$ cat src/rtl/prom_copier_pkg.sv
// Shared types and default widths for the boot PROM copy engine and the boot PROM.
package prom_copier_pkg;

    localparam int unsigned PROM_AW = 9;
    localparam int unsigned DATA_W  = 32;

    typedef enum logic [2:0] {
        StIdle,
        StRead,
        StWait,
        StWrite,
        StDone
    } state_e;

endpackage

$ cat src/rtl/prom_copier.sv
// Boot-time copy engine: reads N_WORDS words from the synchronous boot PROM,
// starting at PROM word 0, and writes them to main memory at DST_BASE onwards
// through a valid/ready port, keeping a running 32-bit checksum of accepted words.
module prom_copier #(
    parameter int unsigned N_WORDS  = 512,
    parameter int unsigned PROM_AW  = prom_copier_pkg::PROM_AW,
    parameter int unsigned DST_AW   = 22,
    parameter int unsigned DST_BASE = 0
) (
    input  logic                                clk_i,
    input  logic                                rst_i,
    input  logic                                start_i,
    output logic                                prom_ce_o,
    output logic [PROM_AW-1:0]                  prom_adr_o,
    input  logic [prom_copier_pkg::DATA_W-1:0]  prom_data_i,
    output logic                                mem_wr_valid_o,
    input  logic                                mem_wr_ready_i,
    output logic [DST_AW-1:0]                   mem_wr_adr_o,
    output logic [prom_copier_pkg::DATA_W-1:0]  mem_wr_data_o,
    output logic                                busy_o,
    output logic                                done_o,
    output logic [prom_copier_pkg::DATA_W-1:0]  checksum_o
);
    import prom_copier_pkg::*;

    localparam logic [PROM_AW-1:0] LastIdx = PROM_AW'(N_WORDS - 1);

    state_e              state_q, state_d;
    logic [PROM_AW-1:0]  idx_q, idx_d;
    logic [DST_AW-1:0]   mem_wr_adr_q, mem_wr_adr_d;
    logic [DATA_W-1:0]   mem_wr_data_q, mem_wr_data_d;
    logic [DATA_W-1:0]   checksum_q, checksum_d;
    logic [DST_AW-1:0]   dst_adr;

    // Destination address wraps modulo 2^DST_AW.
    assign dst_adr = DST_AW'(DST_BASE + 32'(idx_q));

    // State and datapath registers; reset returns to IDLE and drops any copy in flight.
    always_ff @(posedge clk_i or posedge rst_i) begin
        if (rst_i) begin
            state_q       <= StIdle;
            idx_q         <= '0;
            mem_wr_adr_q  <= '0;
            mem_wr_data_q <= '0;
            checksum_q    <= '0;
        end else begin
            state_q       <= state_d;
            idx_q         <= idx_d;
            mem_wr_adr_q  <= mem_wr_adr_d;
            mem_wr_data_q <= mem_wr_data_d;
            checksum_q    <= checksum_d;
        end
    end

    // Next-state logic: one PROM read, one wait for registered data, then hold the write.
    always_comb begin
        state_d       = state_q;
        idx_d         = idx_q;
        mem_wr_adr_d  = mem_wr_adr_q;
        mem_wr_data_d = mem_wr_data_q;
        checksum_d    = checksum_q;
        unique case (state_q)
            StIdle: begin
                if (start_i) begin
                    idx_d      = '0;
                    checksum_d = '0;
                    state_d    = StRead;
                end
            end
            StRead: begin
                state_d = StWait;
            end
            StWait: begin
                mem_wr_data_d = prom_data_i;
                mem_wr_adr_d  = dst_adr;
                state_d       = StWrite;
            end
            StWrite: begin
                if (mem_wr_ready_i) begin
                    checksum_d = checksum_q + mem_wr_data_q;
                    if (idx_q == LastIdx) begin
                        state_d = StDone;
                    end else begin
                        idx_d   = idx_q + 1'b1;
                        state_d = StRead;
                    end
                end
            end
            StDone: begin
                state_d = StIdle;
            end
            default: begin
                state_d = StIdle;
            end
        endcase
    end

    // Outputs come straight from registers or a decode of the state register.
    always_comb begin
        prom_ce_o      = (state_q == StRead);
        prom_adr_o     = idx_q;
        mem_wr_valid_o = (state_q == StWrite);
        mem_wr_adr_o   = mem_wr_adr_q;
        mem_wr_data_o  = mem_wr_data_q;
        busy_o         = (state_q == StRead) || (state_q == StWait) || (state_q == StWrite);
        done_o         = (state_q == StDone);
        checksum_o     = checksum_q;
    end

endmodule

$ cat config.mk
export PLATFORM = sky130hd
export DESIGN_NAME = prom_copier
export DESIGN_NICKNAME = d
export VERILOG_FILES = /design/src/rtl/prom_copier_pkg.sv /design/src/rtl/prom_copier.sv
export SDC_FILE = /design/constraint.sdc
export NUM_CORES = 1
export LEC_CHECK = 0
export BUFFER_PORTS_ARGS = -buffer_cell sky130_fd_sc_hd__buf_2
export CAP_MARGIN = 15
export CELL_PAD_IN_SITES_DETAIL_PLACEMENT = 0
export CELL_PAD_IN_SITES_GLOBAL_PLACEMENT = 1
export CORE_ASPECT_RATIO = 0.8
export CORE_UTILIZATION = 24
export DETAILED_ROUTE_END_ITERATION = 10
export PLACE_DENSITY = 0.49
export RECOVER_POWER = 25
export REMOVE_ABC_BUFFERS = 1
export SKIP_LAST_GASP = 1
export SLEW_MARGIN = 10
export SYNTH_ARGS = -nofsm -noshare
export SYNTH_HDL_FRONTEND = slang
export SYNTH_SLANG_ARGS = --single-unit
$ cat constraint.sdc
create_clock -name clk_i -period 4.29 [get_ports clk_i]
set_input_delay 0.2145 -clock clk_i [delete_from_list [all_inputs] [get_ports clk_i]]
set_output_delay 0.2145 -clock clk_i [all_outputs]
set_load 0.01 [all_outputs]
==> flow_summary.ini <==
[run_status]
status = finished, violations left
violations = DRC, capacitance limit, slew limit

[die]
boundaryPins = 135
start_util_pct = 24.8
core-area_um2 = 21000
fp.dieW_um = 167
dieArea_um2 = 22300
row_count = 47
die_h_um = 134

[yosys]
synth-async-reset-ratio_pct = 100
syn_inst = 544
postSynthAreaPerCell_um2 = 9.56
ys_seq_area_share_pct = 40.9
yosysUniqueCellTypes = 55
ys_ff_latch = 85
synth-edff-count = 0
yosys_warnings = 0
synth_area_um2 = 5200
synth_ff_type = dfrtp_1

[sta]
finalHoldViolations = 0
fin_ws_ps = 1340
final.min_clock_period_ps = 2950
drv_slew = 56
max_slew.worst_pin.slew_ps = 2620
setup_viol = 0
timing.setup.tns_ps = 0
slew_headroom_pct = -75.6
fmax_ghz = 0.339
finalCritPeriodShare_pct = 68.7
fin_skew_ps = 14.4
rsz0062_at_grt = no

[drt]
wirelength_um = 14700
ant_nets = 0
wl_per_cell_um = 15.9
firstDrtPassIters = 8
viasPerCell = 4.73
vias = 4394
drcViolationCount = 8
drt_iter0_markers = 170

[placement]
dp_cells = 912
dp_slack_ps = 1350
place_congestion = 0.771
dp_hpwl_um = 10900
io_buffers = 121

[power]
seqPwrFrac_pct = 24.6
swShare_pct = 45.3
irDropWorstVdd_v = 0.000208
clkPwrFrac_pct = 16.0
p_int_w = 0.00321
leakagePower_nw = 3.18
switching_power_w = 0.00266
powerDensity_nw_per_um2 = 920
p_comb_share_pct = 59.3

[clock_tree]
cts_sinks = 85
cts_buffers = 9
worstSkewPairLatency_ps = 360
cts_tree = built
post_cts_resized = 0
clk_pin_slew_ps = 70
cts_hold_buf = 0
clock_path_buffers = 2
cts_root_buffer = clkbuf_16
htree_levels = 3
cts_setup_buffers = 0

[final_layout]
final_common_cell = buf_2
drive_above_1_share_pct = 29.1
area.growth.synth_to_final_pct = 22.8
stdcell_count = 928
nNetsFinal = 724
final_util_pct = 30.4
final_cell_mix = 121 x buf_2, 85 x dfrtp_1, 61 x nand2_1
diodes = 0

[worst_hold_path]
worstHoldEndpoint = mem_wr_data_o[1]$_DFFE_PP0P_
min_from = prom_data_i[1]
hold_depth = 3
hold_class = in2reg

[setup_path]
critPathLaunch = mem_wr_data_o[0]$_DFFE_PP0P_
r2r-end = checksum_o[28]$_DFFE_PP0P_
start_kind = flip-flop
regToRegSetupSlack_ps = 1340
path_class = reg2reg
r2r-start = mem_wr_data_o[0]$_DFFE_PP0P_
crit_path_end_kind = flip-flop
cp_max_fo = 4
cp.required_ps = 4520
reg2regPathDepth = 11
worstPathArrival_ps = 3180

[grt]
first_global_vias = 4381
grt_max_degree = 56
grt_overflow = 0
track_usage_pct = 13.7
antenna_found_initial = 1
grt_pass1_wl_um = 24000

[run]
cap_violations = 1
-- power by group through the flow --
stage | combinational [W] | clock (W) | sequential (W)
2_1_floorplan | 0.00235 | 0 | 0.00154
3_3_place_gp | 0.00352 | 0 | 0.00145
3_5_place_dp | 0.00351 | 0 | 0.00148
4_1_cts | 0.00353 | 0.000979 | 0.00146
5_1_grt | 0.00391 | 0.00101 | 0.00152
6_report | 0.00349 | 0.000942 | 0.00145
-- registers in the layout (all words and copies together), names as in the netlist --
register,cells
prom_adr_o,9
mem_wr_data_o,32
checksum_o,32
state_q,3
mem_wr_adr_o,9
-- per-stage QoR --
step | total power (W) | area [um^2] | hold WS [ps]
after CTS | 0.00597 | 6390 | 13.3
after floorplan | 0.00389 | 5050 | 331
after detailed placement | 0.00499 | 6040 | 409
final | 0.00588 | 6390 | 81.4
after global placement | 0.00497 | 6040 | 400
after global routing | 0.00643 | 6390 | 80.1
-- metal layers --
metal	part of all wire (%)	global-route usage [%]	vias to the layer above	wire (um)
met5	0.088	0	-	13
met4	0.98	3.91	2	144
met3	5.4	3.98	13	801
met2	44	20.9	104	6420
met1	50	18.7	2122	7360
li1	-	-	2153	-
-- logic make-up (layout without fill, tap and decap cells) --
logic type	after synthesis	count (layout)	synth area share, %
compound gates	156	156	18.4
simple gates	155	155	14.8
flops	85	85	40.9
buf+inv	47	150	4.35
mux	43	43	9.24
fa+ha+maj	34	34	8.32
xor+xnor	23	23	3.87
other cells	1	13	0.0721
-- Yosys cell counts (all sizes together) (10+ instances only) --
cell type	number	area share, %
a21o	23	3.3
nand2b	10	1.2
nor2	26	1.9
o21ai	59	5.7
and3	14	1.7
clkbuf	25	1.8
buf	14	2.0
ha	33	7.9
xor2	17	2.9
mux2	40	8.7
a21oi	37	3.7
dfrtp	85	41
nand2	61	4.4
-- how the worst max path moves through the flow --
stage / end / slack [ps] / depth (start not counted)
final: checksum_o[28]$_DFFE_PP0P_ / 1340 / 11
after global placement: checksum_o[28]$_DFFE_PP0P_ / 1430 / 11
after global routing: checksum_o[28]$_DFFE_PP0P_ / 1070 / 11
after floorplan: mem_wr_adr_o[0]$_DFFE_PP0P_ / 200 / 2
after detailed placement: checksum_o[28]$_DFFE_PP0P_ / 1350 / 11
after CTS: checksum_o[28]$_DFFE_PP0P_ / 1290 / 11
-- worst max-delay path: stages, from the launching register on --
cell,delay (ps)
dfrtp_1,400
ha_1,220
inv_1,70
fa_1,210
nor2b_1,70
o31ai_1,400
a21oi_1,230
o2111ai_1,270
nand3_1,190
o21ai_0,370
nor4b_1,100
a211o_1,300
-- layout make-up --
type,instances,area (um^2)
Fill cell,2215,14600
Multi-Input combinational cell,424,2900
Sequential cell,85,2130
Timing Repair Buffer,126,643
Tap cell,269,337
Clock buffer,9,225
Clock inverter,7,125
Inverter,8,31.3
Power figures use the tool's default switching activity.
